### src/rtl/lsu.sv
// Load/store unit: one data-memory transaction at a time.
// Formats store data, extracts and extends load data, and flags bad accesses.
module lsu #(
   parameter int DataWidth = 32
) (
   input  logic                 clk,
   input  logic                 rst_n,
   input  logic                 req_valid,
   output logic                 req_ready,
   input  logic [DataWidth-1:0] alu_result,
   input  logic [DataWidth-1:0] store_data,
   input  logic [2:0]           funct3,
   input  logic                 is_store,
   output logic                 resp_valid,
   output logic [DataWidth-1:0] load_data,
   output logic                 err,
   output logic                 mem_req,
   output logic                 mem_we,
   output logic [DataWidth-1:0] mem_addr,
   output logic [DataWidth-1:0] mem_wdata,
   output logic [3:0]           mem_wstrb,
   input  logic                 mem_gnt,
   input  logic                 mem_rvalid,
   input  logic [DataWidth-1:0] mem_rdata
);

   typedef enum logic [1:0] {
      IDLE,
      REQ,
      WAIT,
      RESP
   } state_t;

   state_t               state;
   state_t               state_nx;
   logic [2:0]           f3_q;
   logic [1:0]           off_q;
   logic                 accept;
   logic                 bad_f3;
   logic                 misal;
   logic                 bad;
   logic [DataWidth-1:0] wdata_fmt;
   logic [3:0]           wstrb_fmt;
   logic [15:0]          shifted;
   logic [DataWidth-1:0] ext;

   assign req_ready = (state == IDLE);
   assign accept    = req_valid && req_ready;

   // Stores only allow B/H/W; loads additionally allow BU/HU.
   always_comb begin
      bad_f3 = 1'b0;
      misal  = 1'b0;
      if (is_store) begin
         bad_f3 = funct3[2] || (funct3[1:0] == 2'b11);
      end else begin
         bad_f3 = (funct3[1:0] == 2'b11) || (funct3[2:1] == 2'b11);
      end
      unique case (funct3[1:0])
         2'b01:   misal = alu_result[0];
         2'b10:   misal = |alu_result[1:0];
         default: misal = 1'b0;
      endcase
      bad = bad_f3 || misal;
   end

   always_comb begin
      wdata_fmt = store_data;
      wstrb_fmt = 4'b1111;
      unique case (funct3[1:0])
         2'b00: begin
            wdata_fmt = {4{store_data[7:0]}};
            wstrb_fmt = 4'b0001 << alu_result[1:0];
         end
         2'b01: begin
            wdata_fmt = {2{store_data[15:0]}};
            wstrb_fmt = 4'b0011 << alu_result[1:0];
         end
         default: begin
            wdata_fmt = store_data;
            wstrb_fmt = 4'b1111;
         end
      endcase
      if (!is_store) begin
         wstrb_fmt = 4'b0000;
      end
   end

   always_comb begin
      shifted = 16'(mem_rdata >> {off_q, 3'b000});
      unique case (f3_q)
         3'b000:  ext = {{24{shifted[7]}}, shifted[7:0]};
         3'b100:  ext = {24'h0, shifted[7:0]};
         3'b001:  ext = {{16{shifted[15]}}, shifted[15:0]};
         3'b101:  ext = {16'h0, shifted[15:0]};
         default: ext = mem_rdata;
      endcase
   end

   always_comb begin
      state_nx = state;
      unique case (state)
         IDLE: if (accept) state_nx = bad ? RESP : REQ;
         REQ:  if (mem_gnt) state_nx = mem_we ? RESP : WAIT;
         WAIT: if (mem_rvalid) state_nx = RESP;
         RESP: state_nx = IDLE;
         default: state_nx = IDLE;
      endcase
   end

   always_ff @(posedge clk or negedge rst_n) begin
      if (!rst_n) begin
         state <= IDLE;
      end else begin
         state <= state_nx;
      end
   end

   // Outputs are registered from the next state so they line up with it.
   always_ff @(posedge clk or negedge rst_n) begin
      if (!rst_n) begin
         mem_req    <= 1'b0;
         resp_valid <= 1'b0;
         err        <= 1'b0;
         mem_we     <= 1'b0;
         mem_addr   <= '0;
         mem_wdata  <= '0;
         mem_wstrb  <= 4'b0000;
         load_data  <= '0;
         f3_q       <= 3'b000;
         off_q      <= 2'b00;
      end else begin
         mem_req    <= (state_nx == REQ);
         resp_valid <= (state_nx == RESP);
         if (accept) begin
            f3_q      <= funct3;
            off_q     <= alu_result[1:0];
            err       <= bad;
            mem_we    <= is_store;
            mem_addr  <= {alu_result[DataWidth-1:2], 2'b00};
            mem_wdata <= wdata_fmt;
            mem_wstrb <= wstrb_fmt;
         end else if (state == RESP) begin
            err <= 1'b0;
         end
         if (state == WAIT && mem_rvalid) begin
            load_data <= ext;
         end
      end
   end

endmodule

### config.mk
export PLATFORM = sky130hd
export DESIGN_NAME = lsu
export DESIGN_NICKNAME = d
export VERILOG_FILES = /design/src/rtl/lsu.sv
export SDC_FILE = /design/constraint.sdc
export NUM_CORES = 1
export LEC_CHECK = 0
export ABC_AREA = 1
export CORE_ASPECT_RATIO = 1.25
export CORE_UTILIZATION = 40
export DETAILED_ROUTE_END_ITERATION = 6
export GPL_TIMING_DRIVEN = 1
export PLACE_DENSITY = 0.8
export SLEW_MARGIN = 20
export SYNTH_ARGS = -nofsm -noshare
export SYNTH_HDL_FRONTEND = slang
export SYNTH_SLANG_ARGS = --single-unit
### constraint.sdc
create_clock -name clk -period 1.31 [get_ports clk]
set_input_delay 0.131 -clock clk [delete_from_list [all_inputs] [get_ports clk]]
set_output_delay 0.131 -clock clk [all_outputs]
set_load 0.02 [all_outputs]
==> impl_metrics.yaml <==
cells_and_area:
  final_area_sq_um: 8890
  finish.net_count: 1068
  fillerInstances: 1127
  post_route_cells_drive_above_1_share: 0.194
  area_growth_syn_to_layout_pct: 61.5
  final_core_utilization: 0.666
setup_path:
  critical-path-top-delay-family: "simple AND/OR/NAND/NOR gates"
  critPathLaunchType: "flip-flop"
  timing.critical_path.cells: "inv_4 -> nand2_2 -> nand3_2 -> nand3_4 -> buf_6 -> nand3_1 -> nand2_1 -> nand2_1"
  cp_endpoint_kind: "flip-flop"
  worstPathArrival_ns: 1.58
  timing.rr.start: "off_q[0]$_DFFE_PN0P_"
  r2r_setup_slack_ns: -0.04
  worst-path-buf-inv: 2
  critPathMaxFanout: 7
  criticalPathCategory: "reg -> reg"
  regToRegEndpoint: "load_data[8]$_DFFE_PN0P_"
  crit_path_max_delay_cell_type: "dfrtp_2"
  crit_path_largest_cell_delay_ns: 0.48
  critical-path-top-cell-by-count: "nand2_1"
  ff2ff_path_depth: 8
  worst_ep_required_time_ns: 1.54
power_and_ir_drop:
  power_mw: 19.9
  static-leakage-power_nw: 4.54
  internal_power_mw: 11.3
  seqPwrFrac: 0.297
  p_switching_mw: 8.62
  ir_worst_vdd_uv: 1230
  clock_power_share: 0.131
  power_frac_comb: 0.572
  swShare: 0.432
  powerDensity_nw_per_um2: 2240
clock_tree:
  tritoncts.num_buffers: 9
  clock_latency_ns: 0.34
  tritoncts_num_sinks: 109
  path_clk_slew_ns: 0.07
  cts_tree: "done"
  cts_max_path_buffers: 2
  clockRootBuffer: "clkbuf_16"
  htreeDepth: 3
synth:
  post_synth_num_cell_types: 33
  synth_sequential_area_ratio: 0.495
  synthesis.area_sq_um: 5510
  post-synth-top-count-cell: "nand2_1"
  ys.warnings.count: 0
  synthFlopType: "dfrtp_1"
  netlist.top_cell.by_area: "dfrtp_1"
  ys_ff_latch: 109
  cell_count_after_synthesis: 696
  synth-edff-count: 0
  synth_async_sr_flop_share: 1.00
  avgSynthCellArea_sq_um: 7.91
  synth.cells.most_frequent: "244 x nand2_1, 109 x dfrtp_1, 71 x inv_1"
  synth.top_cells.by_area: "dfrtp_1 50%, nand2_1 17%, o21ai_0 5.3%"
  post-synth-top-area-fraction: 0.495
sta:
  fmax_ghz: 0.742
  finalWorstPathRequiredPeriod_ns: 1.35
  period_share: 1.03
  unrepaired_setup_endpoints_after_global_routing: "true"
  layout_setup_ws_ns: -0.0371
  clock-skew-final_ns: 0.0127
  finalMaxSlewViolations: 0
  setup_viol: 21
  fin_hold_ws_ns: 0.291
  hold_viol: 0
route:
  postRouteWirelength_mm: 17.3
  drt_iter0_drc: 350
  route.vias.total: 5597
  first_pass_iters: 4
  antenna_left: 0
  drt_drc_violations_left: 0
  drt-wirelength-per-cell_um: 15.3
  routed_via_density: 4.94
floorplanning:
  die-area_sq_um: 14200
  rows: 47
  ioPinCount: 210
  die_w_um: 107
  core_area_sq_um: 13300
  floorplan.initialDensity: 0.413
  chipHeight_um: 133
global_route:
  maximum_number_of_pins_on_one_net_before_global_route_repair: 60
  wire_length_of_the_first_global_routing_pass_mm: 26.8
  grt.overflow.total: 0
  grt_antenna_before_repair: 1
  grt_util_all_layers: 0.239
  vias_in_the_first_global_route: 5421
min_path:
  min_from: "funct3[0]"
  min_delay_path_depth: 4
  worstHoldPathType: "in -> reg"
  worst_hold_path.endpoint: "f3_q[0]$_DFFE_PN0P_"
placement:
  dp_hpwl_mm: 12.3
  number_of_buffers_inserted_by_port_buffering: 207
  dp_worst_setup_slack_ns: -0.486
  postPlaceCellArea_sq_um: 8240
  gp_routability_congestion: 0.934
run:
  maxCapViolCount: 0
run_status:
  failed_checks: "negative setup slack"
  outcome: "complete, but fails checks"
## layout by cell type (no fill, tap or decap), drive strengths merged
cell type	count
a2bb2oi	1
clkinvlp	1
dfrtp	109
a21oi	47
nand2	249
o21ai	60
clkbuf	16
o22a	16
inv	77
a211oi	1
o21a	1
clkinv	3
or2	17
conb	2
o31ai	1
diode	1
nand3	51
a31oi	3
dlygate4sd2	103
dlygate4sd3	1
ha	5
dlymetal6s2s	1
buf	79
nor2	16
nor3	1
clkdlybuf4s50	101
## power groups by stage
stage	logic [mW]	clock network, mW	registers, mW
5_1_grt	12.3	2.78	6.11
4_1_cts	10.9	2.66	5.91
2_1_floorplan	4.16	0	7.70
6_report	11.4	2.61	5.93
3_3_place_gp	11.1	0	5.96
3_5_place_dp	11.3	0	5.98
## how the worst max path moves through the flow
| stage | to | from | slack (ns) | depth (start not counted) |
|---|---|---|---|---|
| 6_report | load_data[8]$_DFFE_PN0P_ | off_q[0]$_DFFE_PN0P_ | -0.04 | 8 |
| 5_1_grt | load_data[8]$_DFFE_PN0P_ | off_q[0]$_DFFE_PN0P_ | -0.1 | 8 |
| 2_1_floorplan | mem_wdata[11]$_DFFE_PN0P_ | state[1]$_DFF_PN0_ | 0.007 | 6 |
| 3_5_place_dp | mem_wdata[14]$_DFFE_PN0P_ | funct3[1] | -0.49 | 8 |
| 4_1_cts | load_data[1]$_DFFE_PN0P_ | state[0]$_DFF_PN0_ | -0.02 | 8 |
| 3_3_place_gp | mem_wdata[29]$_DFFE_PN0P_ | funct3[1] | -0.42 | 8 |
## metrics by stage
step	instances	setup TNS [ns]
floorplan	697	0
global placement	1102	-12.83
detailed placement	1102	-14.74
CTS	1127	-0.117
global route	1134	-2.42
finish	1134	-0.341
## worst min-delay path, delay by kind of cell
family                 cells  cell delay [ns]
AOI/OAI and AO/OA          1             0.09
buffers and inverters      3             0.36
## cell families (layout without fill, tap and decap cells)
family,count (synthesis),count (layout),share of synthesized area
AOI/OAI and AO/OA,130,130,0.132
buffers and inverters,117,382,0.0909
other,1,3,0.000681
and+or+nand+nor,334,334,0.270
adders and majority gates,5,5,0.0114
DFF,109,109,0.495
## area by class of cell
type	instances	area (sq um)	area share
Inverter	78	320	0.0360
Antenna cell	1	2.50	0.000281
Tap cell	171	214	0.0241
Timing Repair Buffer	289	2850	0.320
Multi-Input combinational cell	471	2500	0.281
Sequential cell	109	2730	0.307
Clock buffer	12	256	0.0288
Clock inverter	3	21.3	0.00239
## registers in the layout (all words and copies together), names as in the netlist, 2 cells and up
signal	flops
load_data	32
state	2
mem_wdata	32
f3_q	3
off_q	2
mem_addr	30
mem_wstrb	4
## per-layer routing
metal	vias up	track usage	share of wire
met5	-	0	0
met4	0	0.0791	0.028
met3	34	0.0396	0.064
met2	216	0.417	0.51
met1	2613	0.299	0.40
li1	2734	-	-
## what timing repair did
action,4_1_cts,5_1_grt
gates resized for setup,159,41
hold buffers,1,0
endpoints found under the hold margin,109,0
buffers inserted,6,3
gates cloned,3,4
pin swaps,7,17
setup endpoints to repair,155,76
Note: power is estimated with default switching activity, not from simulation.
